**src/rtl/pipe_hazard_ctrl.sv**
```systemverilog
// Central stall/flush sequencer for the 5-stage MIPS pipeline.
// Resolves load-use stalls, branch/jump flushes and data-memory waits (with
// an optional timeout), and keeps saturating stall/flush performance counters.
module pipe_hazard_ctrl #(
    parameter int unsigned TIMEOUT = 16,
    parameter int unsigned CNT_W   = 16
) (
    input  logic             clk_i,
    input  logic             rst_ni,
    input  logic [4:0]       ifid_rs_i,
    input  logic [4:0]       ifid_rt_i,
    input  logic             ifid_uses_rt_i,
    input  logic             idex_mem_read_i,
    input  logic [4:0]       idex_rt_i,
    input  logic             branch_taken_i,
    input  logic             jump_i,
    input  logic             exmem_mem_req_i,
    input  logic             dmem_ready_i,
    output logic             pc_write_o,
    output logic             ifid_write_o,
    output logic             ifid_flush_o,
    output logic             idex_flush_o,
    output logic             pipe_hold_o,
    output logic             memwb_bubble_o,
    output logic             mem_err_o,
    output logic             wait_state_o,
    output logic [CNT_W-1:0] stall_cnt_o,
    output logic [CNT_W-1:0] flush_cnt_o
);

    // Wait counter must be able to hold TIMEOUT itself; at least one bit.
    localparam int unsigned WaitW = (TIMEOUT == 0) ? 1 : $clog2(TIMEOUT + 1);
    localparam logic [WaitW-1:0] TimeoutVal = WaitW'(TIMEOUT);
    localparam bit TimeoutEn = (TIMEOUT != 0);

    typedef enum logic [0:0] {StRun, StWait} state_e;

    state_e           state_q, state_d;
    logic [WaitW-1:0] wait_cnt_q, wait_cnt_d;
    logic [CNT_W-1:0] stall_cnt_q, stall_cnt_d;
    logic [CNT_W-1:0] flush_cnt_q, flush_cnt_d;

    logic mem_busy;
    logic timeout_hit;
    logic freeze;
    logic load_use;
    logic redirect;

    // Hazard detection terms.
    always_comb begin
        mem_busy    = exmem_mem_req_i & ~dmem_ready_i;
        timeout_hit = TimeoutEn & (state_q == StWait) & (wait_cnt_q == TimeoutVal);
        freeze      = mem_busy & ~timeout_hit;
        load_use    = idex_mem_read_i & (idex_rt_i != 5'd0) &
                      ((idex_rt_i == ifid_rs_i) |
                       (ifid_uses_rt_i & (idex_rt_i == ifid_rt_i)));
        redirect    = branch_taken_i | jump_i;
    end

    // Prioritised pipeline controls: freeze > load-use > redirect > normal.
    always_comb begin
        pc_write_o     = 1'b0;
        ifid_write_o   = 1'b0;
        ifid_flush_o   = 1'b0;
        idex_flush_o   = 1'b0;
        pipe_hold_o    = 1'b0;
        memwb_bubble_o = 1'b0;
        if (!rst_ni) begin
            memwb_bubble_o = 1'b1;
        end else if (freeze) begin
            pipe_hold_o    = 1'b1;
            memwb_bubble_o = 1'b1;
        end else if (load_use) begin
            // Branch in ID is suppressed; it re-resolves once the load lands.
            idex_flush_o = 1'b1;
        end else if (redirect) begin
            pc_write_o   = 1'b1;
            ifid_write_o = 1'b1;
            ifid_flush_o = 1'b1;
        end else begin
            pc_write_o   = 1'b1;
            ifid_write_o = 1'b1;
        end
        // A ready response in the timeout cycle wins, so no error then.
        mem_err_o    = rst_ni & timeout_hit & mem_busy;
        wait_state_o = rst_ni & (state_q == StWait);
    end

    // Memory-wait FSM next state.
    always_comb begin
        state_d    = state_q;
        wait_cnt_d = wait_cnt_q;
        unique case (state_q)
            StRun: begin
                if (freeze) begin
                    state_d    = StWait;
                    wait_cnt_d = WaitW'(1);
                end
            end
            StWait: begin
                // Ready, dropped request or timeout all release the pipeline.
                if (!mem_busy || timeout_hit) begin
                    state_d    = StRun;
                    wait_cnt_d = '0;
                end else begin
                    wait_cnt_d = wait_cnt_q + WaitW'(1);
                end
            end
            default: begin
                state_d    = StRun;
                wait_cnt_d = '0;
            end
        endcase
    end

    // Saturating performance counter next state.
    always_comb begin
        stall_cnt_d = stall_cnt_q;
        flush_cnt_d = flush_cnt_q;
        if (!pc_write_o && (stall_cnt_q != '1)) begin
            stall_cnt_d = stall_cnt_q + CNT_W'(1);
        end
        if (ifid_flush_o && (flush_cnt_q != '1)) begin
            flush_cnt_d = flush_cnt_q + CNT_W'(1);
        end
    end

    // FSM state and wait counter; reset abandons any pending access.
    always_ff @(posedge clk_i) begin
        if (!rst_ni) begin
            state_q    <= StRun;
            wait_cnt_q <= '0;
        end else begin
            state_q    <= state_d;
            wait_cnt_q <= wait_cnt_d;
        end
    end

    // Performance counters.
    always_ff @(posedge clk_i) begin
        if (!rst_ni) begin
            stall_cnt_q <= '0;
            flush_cnt_q <= '0;
        end else begin
            stall_cnt_q <= stall_cnt_d;
            flush_cnt_q <= flush_cnt_d;
        end
    end

    assign stall_cnt_o = stall_cnt_q;
    assign flush_cnt_o = flush_cnt_q;

endmodule
```
**config.mk**
```make
export PLATFORM = sky130hd
export DESIGN_NAME = pipe_hazard_ctrl
export DESIGN_NICKNAME = d
export VERILOG_FILES = /design/src/rtl/pipe_hazard_ctrl.sv
export SDC_FILE = /design/constraint.sdc
export NUM_CORES = 1
export LEC_CHECK = 0
export ABC_AREA = 1
export CORE_UTILIZATION = 30
export DETAILED_ROUTE_END_ITERATION = 6
export GPL_TIMING_DRIVEN = 0
export PLACE_DENSITY_LB_ADDON = 0.2
export SYNTH_ARGS = -nofsm -noshare
export SYNTH_HDL_FRONTEND = slang
export SYNTH_SLANG_ARGS = --single-unit
```
**constraint.sdc**
```tcl
create_clock -name clk_i -period 2.6 [get_ports clk_i]
set_input_delay 0.52 -clock clk_i [delete_from_list [all_inputs] [get_ports clk_i]]
set_output_delay 0.52 -clock clk_i [all_outputs]
set_load 0.02 [all_outputs]
```
# Yosys cells after proc, flatten, opt, wreduce, memory -nomap -nowiden
# Cells that the tools add are included.
[op_classes] add_sub_neg=3 n_eq_ne=6 n_mux=18 bitwise_logic=14 reduce_logical=6
[op_table] operator="$add A16 B1 Y16 const B" count=2
[op_table] operator="$ne A16 B16 Y1 const B" count=2
[op_table] operator="$mux W1" count=14
[op_table] operator="$eq A5 B5 Y1" count=2
[op_table] operator="$mux W5" count=2
[op_table] operator="$pmux W5 S2" count=1
[op_table] operator="$and A1 B1 Y1" count=9
[op_table] operator="$add A5 B1 Y5 const B" count=1
[op_table] operator="$eq A5 B5 Y1 const B" count=1
[op_table] operator="$reduce_bool A5 Y1" count=1
[op_table] operator="$not A1 Y1" count=3
[op_table] operator="$logic_and A1 B1 Y1" count=2
[op_table] operator="$logic_not A1 Y1" count=2
[op_table] operator="$ne A2 B2 Y1 const B" count=1
[op_table] operator="$or A1 B1 Y1" count=2
[op_table] operator="$pmux W1 S2" count=1
[op_table] operator="$logic_or A1 B1 Y1" count=1
[totals] regBits=38 inputBits=23 output_inout_bits=40 elab_cells=51

# Depth between registers and ports, before layout
# Gate-level depths: netlist of the first run.
[depth] depth_word=9 ltp_mapped=13 mapped_depth_nobuf=13

# Worst setup path before layout of the first run
# OpenSTA, ideal clock, no wires.
[synth_path] kind="input -> output" startpoint="in rst_ni" endpoint="out mem_err_o" t_arrival_ns=1.729 required_ns=2.080 slack_ns=0.351 stages=4 path_buffers=2 path_cell_list="buf_2 > inv_1 > clkbuf_1 > nor4_1"
[synth_via] elab_chain_len=2
[synth_rtl] item="from (decl)" line_no="9" rtl="input logic rst_ni,"
[synth_rtl] item="$and A1 B1 Y1 (2 in a row)" line_no="85" rtl="mem_err_o = rst_ni & timeout_hit & mem_busy;"
[synth_rtl] item="to (decl)" line_no="25" rtl="output logic mem_err_o,"
# Every way passes these cells.

# Worst setup path in the final report of the first run
[layout_path] startpoint="in idex_rt_i[3]" endpoint="out pc_write_o"
[layout_via] elab_chain_len=7 word_cells_on_any_way=10 classes_between="2 x eq/ne; 3 x mux; 4 x bitwise; 1 x reduce/logical"
[layout_rtl] item="from (decl)" line_no="14" rtl="input logic [4:0] idex_rt_i,"
[layout_rtl] item="$eq A5 B5 Y1" line_no="56" rtl="(ifid_uses_rt_i & (idex_rt_i == ifid_rt_i)));"
[layout_rtl] item="$and A1 B1 Y1" line_no="56"
[layout_rtl] item="$or A1 B1 Y1" line_no="55" rtl="((idex_rt_i == ifid_rs_i) |"
[layout_rtl] item="$and A1 B1 Y1 (*)" line_no="54" rtl="load_use = idex_mem_read_i & (idex_rt_i != 5'd0) &"
[layout_rtl] item="$mux W1 (*)" line_no="73" rtl="end else if (load_use) begin"
[layout_rtl] item="$mux W1 (*)" line_no="70" rtl="end else if (freeze) begin"
[layout_rtl] item="$mux W1 (*)" line_no="68" rtl="if (!rst_ni) begin"
[layout_rtl] item="to (decl)" line_no="19" rtl="output logic pc_write_o,"
# Mark *: on every way between the ends. The rest lies on a longest branch, timed or not.

==> results of run 1 <==
## worst max-delay path by stage
| stage | start | end | slack, ps | depth (start not counted) |
|---|---|---|---|---|
| floorplan | rst_ni | mem_err_o | 350 | 4 |
| global placement | idex_rt_i[3] | pc_write_o | -430 | 9 |
| detailed placement | idex_rt_i[3] | pc_write_o | -450 | 9 |
| CTS | idex_rt_i[4] | idex_flush_o | 20 | 10 |
| global route | idex_rt_i[3] | ifid_flush_o | -2 | 9 |
| finish | idex_rt_i[3] | pc_write_o | 110 | 11 |
## what timing repair did
action                     CTS  global route
pin swaps                    1             6
setup endpoints to repair    7             4
gates resized for setup     15            12
buffers inserted             1             5
## through the flow
step,setup TNS [ps],cells,util,power (mW),hold WS [ps]
final,0,562,0.418,1.22,501
after global routing,-1.96,562,0.418,1.29,529
after CTS,0,557,0.411,1.23,504
after detailed placement,-1730,549,0.402,0.834,487
after global placement,-1620,549,0.402,0.832,475
after floorplan,0,383,-,0.742,456
## layout make-up
class	instances	area, sq um	share of cell area
multi-input combinational	280	1560	0.449
buffer	12	95.1	0.0274
clock buffer	7	76.3	0.0220
timing repair buffer	67	646	0.186
tap	105	131	0.0379
inverter	53	201	0.0581
sequential	38	761	0.219
## kinds of logic (layout without fill, tap and decap cells)
kind of cell / after synthesis / in the layout / share of synthesized area
AOI/OAI and AO/OA: 42 / 42 / 0.101
buffers and inverters: 65 / 139 / 0.113
and+or+nand+nor: 210 / 210 / 0.392
adders and majority gates: 4 / 4 / 0.0193
xor gates and xnor gates: 24 / 24 / 0.0811
DFF: 38 / 38 / 0.293
## cell usage after synthesis
| cell | number |
|---|---|
| a21oi_1 | 23 |
| nor3b_1 | 1 |
| ha_1 | 4 |
| a21oi_4 | 1 |
| buf_12 | 1 |
| o21ai_0 | 7 |
| inv_2 | 4 |
| inv_4 | 1 |
| nor3_2 | 1 |
| nor2_1 | 39 |
| nor3_4 | 1 |
| nand2_4 | 1 |
| inv_1 | 48 |
| nor2_2 | 2 |
| buf_6 | 3 |
| nand4_1 | 20 |
| dfxtp_1 | 38 |
| nand4_2 | 1 |
| clkbuf_1 | 5 |
| nor2_8 | 1 |
| nand4_4 | 2 |
| nand2_1 | 97 |
| nand3_1 | 16 |
| xor2_1 | 14 |
| nand3b_1 | 1 |
| buf_4 | 2 |
| o211ai_1 | 1 |
| nor3_1 | 7 |
| a21oi_2 | 10 |
| buf_2 | 1 |
| xnor2_1 | 10 |
| nor4_1 | 3 |
| nand2_2 | 17 |
## power breakdown
part           leakage (nW)  total, mW  switching, mW  internal, mW
combinational          1.05      0.224          0.124        0.0993
clock                0.0383      0.390          0.205         0.185
sequential            0.307      0.602         0.0115         0.591
## sequential cells by signal, indices dropped and copies added (netlist names)
| register | count |
|---|---|
| flush_cnt_o | 16 |
| state_q | 1 |
| wait_cnt_q | 5 |
| stall_cnt_o | 16 |
## worst register-to-register path: stages, from the launching register on
cell	delay, ps
dfxtp_1	440
ha_1	270
nand2_2	100
nor3_4	290
nand2_2	90
nor2_2	130
nand2_2	80
nand2_4	120
inv_4	70
buf_6	140
nand2_1	80
a21oi_2	50
## routing by layer
layer / GRT usage / vias to the layer above / wire length (um)
met3: 0.0354 / 0 / 321
met2: 0.255 / 54 / 3140
met1: 0.192 / 1148 / 3070
met4: 0.0442 / 0 / 0
met5: 0 / - / 0
li1: - / 1371 / -
==> results.py, run 1 <==
metrics = {
    "logic_synthesis": {
        "ys_top_cells_by_area": "dfxtp_1, nand2_1, inv_1, nor2_1, nand4_1",
        "synth-seq-area-share": 0.293,
        "synth_nets": 410,
        "yosysTopAreaCell": "dfxtp_1",
        "synth_area_sq_um": 2590,
        "ys_ff_latch": 38,
        "synth_top_area_share": 0.293,
        "yosysWarnings": 0,
        "avgSynthCellArea_sq_um": 6.77,
        "synth_cell_type_count": 33,
        "synth_cells": 383,
    },
    "pwr": {
        "powerDensity_nw_per_um2": 351,
        "irDropWorstVdd_mv": 0.187,
        "power_leakage_nw": 1.40,
    },
    "global_route": {
        "grt_pass1_wl_um": 10700,
        "overflow": 0,
        "grt_max_degree": 12,
        "antenna_found_initial": 0,
        "grt_pass1_vias": 2336,
        "track_usage": 0.152,
    },
    "clock_network": {
        "cts_tree": "yes",
        "cts_sinks": 38,
        "hold_buffers": 0,
        "clock_path_buffers": 2,
        "cts_max_level": 2,
        "clkTransAtPathRegs_ps": 70,
        "cts_buffers": 5,
        "clock_latency_ps": 290,
        "cts_root_buffer": "clkbuf_8",
    },
    "worst_setup_path": {
        "setup.worst_path.class": "primary input to primary output",
        "r2r_slack_ps": 610,
        "critPathTopFamily": "buffers and inverters",
        "rr_startpoint": "stall_cnt_o[0]",
        "start_kind": "primary input",
        "slowest_stage": "clkdlybuf4s50_1",
        "cp_data_arrival_time_ps": 1970,
        "r2r_end": "stall_cnt_o[7]",
        "worstPathMaxFanout": 7,
        "slowest_delay_ps": 480,
        "reg2reg_depth": 11,
        "critPathBufInv": 5,
        "end_kind": "primary output",
        "required_ps": 2080,
        "crit_chain": "clkdlybuf4s50_1 > inv_1 > nand2_1 > nand2_1 > nor2_1 > nand3_1 > nand2_4 > a21oi_4 > buf_6 > buf_4 > buf_4",
    },
    "status": {
        "status": "finished clean",
    },
    "placed_design": {
        "routabilityCongestion": 0.848,
        "hpwlAfterDp_um": 4880,
        "io_buffers": 61,
        "detailed_place.area_sq_um": 3330,
        "post-place-ws_ps": -452,
    },
    "timing": {
        "final_max_slew_viol_count": 0,
        "relSlewSlack": 0.518,
        "hold_viol_final": 0,
        "tightest_slew_ps": 723,
        "final.period_utilization": 0.959,
        "setup_viol": 0,
        "max_freq_ghz": 0.401,
        "setup_slack_ps": 108,
        "period_minus_slack_ps": 2490,
        "fin_worst_skew_ps": 7.27,
    },
    "hold_path": {
        "hold-path-endpoint": "stall_cnt_o[9]",
        "hold_depth": 2,
        "hold_path_class": "flip-flop to flip-flop",
        "min_from": "stall_cnt_o[9]",
    },
    "final_layout": {
        "fill_cells": 865,
        "fin_nets": 484,
        "area.growth.synth_to_final_pct": 33.7,
        "final_common_cell": "nand2_1",
        "finalInstanceArea_sq_um": 3470,
        "antennaDiodeCount": 0,
        "post_route_cells_drive_above_1_share": 0.155,
        "final_cell_mix": "nand2_1, clkdlybuf4s50_1, inv_1, dfxtp_1, nor2_1",
    },
    "routing": {
        "antenna_left": 0,
        "first_pass_iters": 4,
        "wl_um": 6530,
        "avgViaCountPerCell": 4.58,
        "drt-initial-drc-count": 69,
        "avgRoutedWirePerCell_um": 11.6,
        "vias": 2573,
        "drc_errors": 0,
    },
    "die": {
        "initial_core_util": 0.312,
        "core_sq_um": 8300,
        "die_h_um": 95.0,
        "dieArea_sq_um": 9020,
        "io_pins": 63,
        "die_w_um": 95.0,
        "placementRows": 33,
    },
    "flow_run": {
        "maxCapViolCount": 0,
    },
}
No activity file was read; power rests on OpenSTA's default activity.
==> run 2, diff against run 1 <==
--- a/config.mk
+++ b/config.mk
@@ -5,7 +5,7 @@
 export SDC_FILE = /design/constraint.sdc
 export NUM_CORES = 1
 export LEC_CHECK = 0
-export ABC_AREA = 1
+export ABC_AREA = 0
 export CORE_UTILIZATION = 30
 export DETAILED_ROUTE_END_ITERATION = 6
 export GPL_TIMING_DRIVEN = 0
==> constraint.sdc (replaced) <==
create_clock -name clk_i -period 2.4 [get_ports clk_i]
set_input_delay 0.48 -clock clk_i [delete_from_list [all_inputs] [get_ports clk_i]]
set_output_delay 0.48 -clock clk_i [all_outputs]
set_load 0.02 [all_outputs]
==> run 2 against run 1 <==
Net effect:
- clock-buffer cell count unchanged
- hold slack worse by 6.9 ps
- wire length down 8.3%
- total power up 13%
- global-route usage up 1.5 points
- register-to-register slack worse by 460 ps
- combinational power up 11%
- flip-flop and latch count unchanged
- sequential power up 10%
- sequential share of layout area up 2.1 points
- synthesized cell count down 34%
- via count down 14%
- largest power group unchanged
- highest routed layer is now met4
==> results.py, run 2 <==
metrics = {
    "global_route": {
        "grt_pass1_wl_um": 9950,
        "grt_pass1_vias": 2096,
        "antenna_found_initial": 0,
        "track_usage": 0.166,
        "overflow": 0,
        "grt_max_degree": 19,
    },
    "timing": {
        "rsz0062_at_grt": "false",
        "setup_viol": 0,
        "setup_tns_ps": 0,
        "fin_worst_skew_ps": 3.82,
        "final_max_slew_viol_count": 0,
        "final.period_utilization": 0.969,
        "relSlewSlack": 0.656,
        "tightest_slew_ps": 516,
        "max_freq_ghz": 0.430,
        "period_minus_slack_ps": 2330,
        "holdWs_ps": 494,
        "hold_viol_final": 0,
    },
    "logic_synthesis": {
        "synth_top_area_share": 0.363,
        "synth-seq-area-share": 0.363,
        "avgSynthCellArea_sq_um": 8.26,
        "yosysTopAreaCell": "dfxtp_1",
        "synth_ff_type": "dfxtp_1",
        "synth-edff-count": 0,
        "ys_ff_latch": 38,
        "synth_area_sq_um": 2100,
        "ys_top_cells_by_area": "dfxtp_1, o31ai_1, xnor2_1, nand2_1, or4_1",
        "yosysWarnings": 0,
        "synth_cells": 254,
        "yosysMostFrequentCell": "dfxtp_1",
        "synth_cell_type_count": 43,
        "async_flop_share": 0,
        "synth_nets": 281,
        "synth_common_cells": "dfxtp_1, nand2_1, a21oi_1",
    },
    "die": {
        "initial_core_util": 0.310,
        "dieArea_sq_um": 7330,
        "io_pins": 63,
        "die_h_um": 85.6,
        "core_sq_um": 6760,
        "die_w_um": 85.6,
        "placementRows": 30,
    },
    "worst_setup_path": {
        "worstPathMaxFanout": 4,
        "start_kind": "primary input",
        "rr_startpoint": "wait_cnt_q[0]",
        "end_kind": "primary output",
        "setup.worst_path.class": "primary input to primary output",
        "cp_data_arrival_time_ps": 1850,
        "reg2reg_depth": 10,
        "cp-startpoint": "idex_rt_i[2]",
        "r2r_slack_ps": 150,
        "required_ps": 1920,
    },
    "routing": {
        "avgRoutedWirePerCell_um": 14.4,
        "first_pass_iters": 4,
        "drt-initial-drc-count": 129,
        "antenna_left": 0,
        "wl_um": 5990,
        "avgViaCountPerCell": 5.29,
        "drc_errors": 0,
        "vias": 2200,
    },
    "flow_run": {
        "maxCapViolCount": 0,
    },
    "clock_network": {
        "clkTransAtPathRegs_ps": 80,
        "cts_tree": "yes",
        "cts_buffers": 5,
        "clock_latency_ps": 290,
        "hold_buffers": 0,
        "cts_max_level": 2,
        "cts_sinks": 38,
        "clock_path_buffers": 2,
        "cts_root_buffer": "clkbuf_8",
    },
    "status": {
        "status": "finished clean",
    },
    "hold_path": {
        "hold_path_class": "flip-flop to flip-flop",
        "hold_depth": 2,
        "min_from": "stall_cnt_o[11]",
    },
    "final_layout": {
        "finalNonFillerCells": 416,
        "post_route_cells_drive_above_1_share": 0.185,
        "final_cell_mix": "dfxtp_1, clkdlybuf4s50_1, nand2_1, buf_4, a21oi_1",
        "antennaDiodeCount": 0,
        "area.growth.synth_to_final_pct": 51.1,
        "fin_nets": 362,
    },
    "pwr": {
        "irDropWorstVdd_mv": 0.356,
        "powerDensity_nw_per_um2": 432,
        "power_leakage_nw": 1.21,
        "p_total_mw": 1.37,
    },
    "placed_design": {
        "io_buffers": 62,
        "place_inst": 396,
        "hpwlAfterDp_um": 4160,
        "routabilityCongestion": 0.793,
    },
}
[run 2: repair_timing]
action / CTS / global route
pin swaps: 11 / 15
gates resized for setup: 84 / 22
endpoints found under the setup margin: 37 / 25
setup buffers: 13 / 5
[run 2: final timing paths]
path                endpoint
max             ifid_flush_o
min          stall_cnt_o[11]
max reg2reg  flush_cnt_o[15]
min reg2reg  stall_cnt_o[11]
[run 2: area by class of cell]
| type | instances | area [sq um] |
|---|---|---|
| buffer | 11 | 88.8 |
| fill | 677 | 3590 |
| timing repair buffer | 79 | 764 |
| clock inverter | 1 | 5.00 |
| clock buffer | 7 | 86.3 |
| tap | 80 | 100 |
| sequential | 38 | 763 |
| multi-input combinational | 191 | 1320 |
| inverter | 9 | 41.3 |
[run 2: metal layers]
layer  vias to the layer above  track usage  wire (um)
li1                       1113            -          -
met1                      1028        0.219       2860
met2                        52        0.273       2750
met3                         7       0.0318        302
met4                         0       0.0561         72
met5                         -            0          0
[run 2: cell families (layout without fill, tap and decap cells)]
| logic type | after synthesis | in the layout | synth area share |
|---|---|---|---|
| adder cells (fa/ha/maj) | 4 | 4 | 0.0239 |
| buffers and inverters | 25 | 107 | 0.0519 |
| flip-flops | 38 | 38 | 0.363 |
| XOR/XNOR | 14 | 14 | 0.0585 |
| multiplexers | 6 | 6 | 0.0292 |
| AND/OR/NAND/NOR | 108 | 108 | 0.282 |
| AO/OA/AOI/OAI | 59 | 59 | 0.192 |
[run 2: report_power, final]
group          total [mW]  switching [mW]  internal, mW  leakage (nW)
Clock               0.460           0.228         0.232        0.0482
Sequential          0.662          0.0183         0.643         0.308
Combinational       0.248           0.121         0.127         0.851
Total                1.37           0.366          1.00          1.21
[run 2: worst max-delay path, stage by stage]
cell	delay, ps
buf_8	90
or4_4	510
o21a_1	220
a211o_4	370
inv_4	60
buf_6	100
[run 2: stage by stage]
step / worst slack, ps / area, sq um / util
floorplan: 2.28 / 2100 / -
global placement: -1200 / 2820 / 0.417
detailed placement: -1190 / 2820 / 0.417
CTS: -157 / 3110 / 0.461
global route: 2.55 / 3170 / 0.469
finish: 74.3 / 3170 / 0.469
==> run 3, diff against run 2 <==
--- a/config.mk
+++ b/config.mk
@@ -6,6 +6,7 @@
 export NUM_CORES = 1
 export LEC_CHECK = 0
 export ABC_AREA = 0
+export CORE_MARGIN = 5
 export CORE_UTILIZATION = 30
 export DETAILED_ROUTE_END_ITERATION = 6
 export GPL_TIMING_DRIVEN = 0
==> run 3 against run 2 <==
Net effect:
- the run now ends with setup timing left
- register-to-register slack got worse by 80 ps
- maximum frequency down 8.1%
- hold slack better by 3.8 ps
- combinational power grew 2%
- non-clock buffer count grew 1
- total power increased by 6.6%
- critical path type is now flip-flop to primary output
- critical endpoint unchanged
- largest cell class unchanged
- highest routed layer unchanged
==> results.py, run 3 (synthesis gave the netlist of run 2 again) <==
metrics = {
    "status": {
        "status": "complete, but fails checks",
        "violations": "setup timing",
    },
    "routing": {
        "first_pass_iters": 4,
        "drt-initial-drc-count": 87,
        "drc_errors": 0,
        "antenna_left": 0,
        "avgViaCountPerCell": 5.11,
        "avgRoutedWirePerCell_um": 14.4,
        "wl_um": 6220,
        "vias": 2213,
    },
    "timing": {
        "period_minus_slack_ps": 2530,
        "holdWs_ps": 498,
        "final_max_slew_viol_count": 0,
        "hold_viol_final": 0,
        "relSlewSlack": 0.595,
        "max_freq_ghz": 0.395,
        "rsz0062_at_grt": "true",
        "final.period_utilization": 1.05,
        "setup_slack_ps": -132,
        "fin_worst_skew_ps": 4.93,
        "tightest_slew_ps": 608,
        "setup_viol": 2,
    },
    "worst_setup_path": {
        "cp-startpoint": "wait_cnt_q[0]",
        "setup.worst_path.class": "flip-flop to primary output",
        "start_kind": "flip-flop",
        "slowest_stage": "o41ai_4",
        "end_kind": "primary output",
        "cp_data_arrival_time_ps": 2050,
        "worstPathMaxFanout": 7,
        "crit_chain": "inv_2 > ha_4 > nand2_4 > o41ai_4 > nand2_2 > a211o_4 > clkbuf_16 > clkinv_4 > buf_6",
        "slowest_delay_ps": 370,
        "required_ps": 1920,
        "rr_startpoint": "wait_cnt_q[0]",
    },
    "pwr": {
        "power_frac_seq": 0.454,
        "powerDensity_nw_per_um2": 452,
        "p_int_mw": 1.08,
        "irDropWorstVdd_mv": 0.209,
        "p_clk_frac": 0.374,
        "power_leakage_nw": 1.20,
        "pwr-share-comb": 0.172,
        "switching_share": 0.260,
        "switchingPower_mw": 0.380,
    },
    "clock_network": {
        "cts_root_buffer": "clkbuf_8",
        "clock_latency_ps": 290,
        "clock_path_buffers": 2,
        "cts_tree": "yes",
        "cts_sinks": 38,
        "cts_max_level": 2,
        "hold_buffers": 0,
        "clkTransAtPathRegs_ps": 80,
        "cts_buffers": 5,
    },
    "global_route": {
        "grt_pass1_vias": 2085,
        "overflow": 0,
        "grt_max_degree": 19,
        "antenna_found_initial": 0,
        "grt_pass1_wl_um": 9770,
        "track_usage": 0.138,
    },
    "die": {
        "dieArea_sq_um": 8760,
        "placementRows": 30,
        "initial_core_util": 0.309,
        "io_pins": 63,
        "die_h_um": 93.6,
        "core_sq_um": 6790,
        "die_w_um": 93.6,
    },
    "final_layout": {
        "fin_nets": 363,
        "antennaDiodeCount": 0,
        "fill_cells": 665,
        "final_common_cell": "clkdlybuf4s50_1",
        "final_cell_mix": "clkdlybuf4s50_1, dfxtp_1, nand2_1, buf_4, nand3_1",
        "fin_util": 0.476,
        "post_route_cells_drive_above_1_share": 0.190,
        "area.growth.synth_to_final_pct": 54.1,
    },
    "hold_path": {
        "hold_path_class": "flip-flop to flip-flop",
        "min_from": "stall_cnt_o[11]",
    },
    "placed_design": {
        "routabilityCongestion": 0.766,
        "io_buffers": 62,
        "hpwlAfterDp_um": 4440,
    },
    "flow_run": {
        "maxCapViolCount": 0,
    },
}
run 3: critical path: cells and delay by family, from the launching register on:
family,cells,cell delay (ps)
flip-flops,1,340
AND/OR/NAND/NOR,2,180
AO/OA/AOI/OAI,2,730
adder cells (fa/ha/maj),1,130
buffers and inverters,4,380
run 3: path summary, 6_finish.rpt:
| path | to | slack (ps) | cells past startpoint |
|---|---|---|---|
| worst max-delay path | ifid_flush_o | -130 | 9 |
| worst min-delay path | stall_cnt_o[11] | 500 | 2 |
| worst max register to register | flush_cnt_o[15] | 70 | 9 |
| worst min register to register | stall_cnt_o[11] | 500 | 2 |
run 3: area by class of cell:
class / count / area, sq um / share of cell area
Timing Repair Buffer: 78 / 748 / 0.232
Inverter: 9 / 43.8 / 0.0136
Clock inverter: 3 / 40.0 / 0.0124
Multi-Input combinational cell: 191 / 1330 / 0.412
Tap cell: 96 / 120 / 0.0372
Sequential cell: 38 / 763 / 0.236
Buffer: 13 / 115 / 0.0356
Clock buffer: 5 / 68.8 / 0.0213
run 3: per-layer routing:
layer,GRT usage,part of all wire
met4,0.0373,0.0090
met2,0.223,0.44
met3,0.0402,0.068
met5,0,0
met1,0.180,0.48
run 3: through the flow:
step	cells	TNS, ps	area [sq um]	setup slack, ps	total power, mW
detailed placement	412	-20540	2840	-1190	0.887
finish	433	-195	3230	-132	1.46
global placement	412	-20090	2840	-1200	0.886
global route	433	-418	3230	-204	1.52
CTS	422	-521	3040	-212	1.45
floorplan	254	0	2100	2.28	0.783
run 3: timing repair:
action	CTS	global route
pin swaps	7	16
endpoints found under the setup margin	37	21
buffers inserted	4	13
gates resized for setup	60	41
run 3: power groups by stage:
| stage | logic, mW | registers (mW) | clock network [mW] |
|---|---|---|---|
| 4_1_cts | 0.228 | 0.661 | 0.560 |
| 6_report | 0.252 | 0.662 | 0.546 |
| 3_5_place_dp | 0.211 | 0.676 | 0 |
| 5_1_grt | 0.273 | 0.665 | 0.585 |
| 2_1_floorplan | 0.0972 | 0.686 | 0 |
| 3_3_place_gp | 0.209 | 0.677 | 0 |
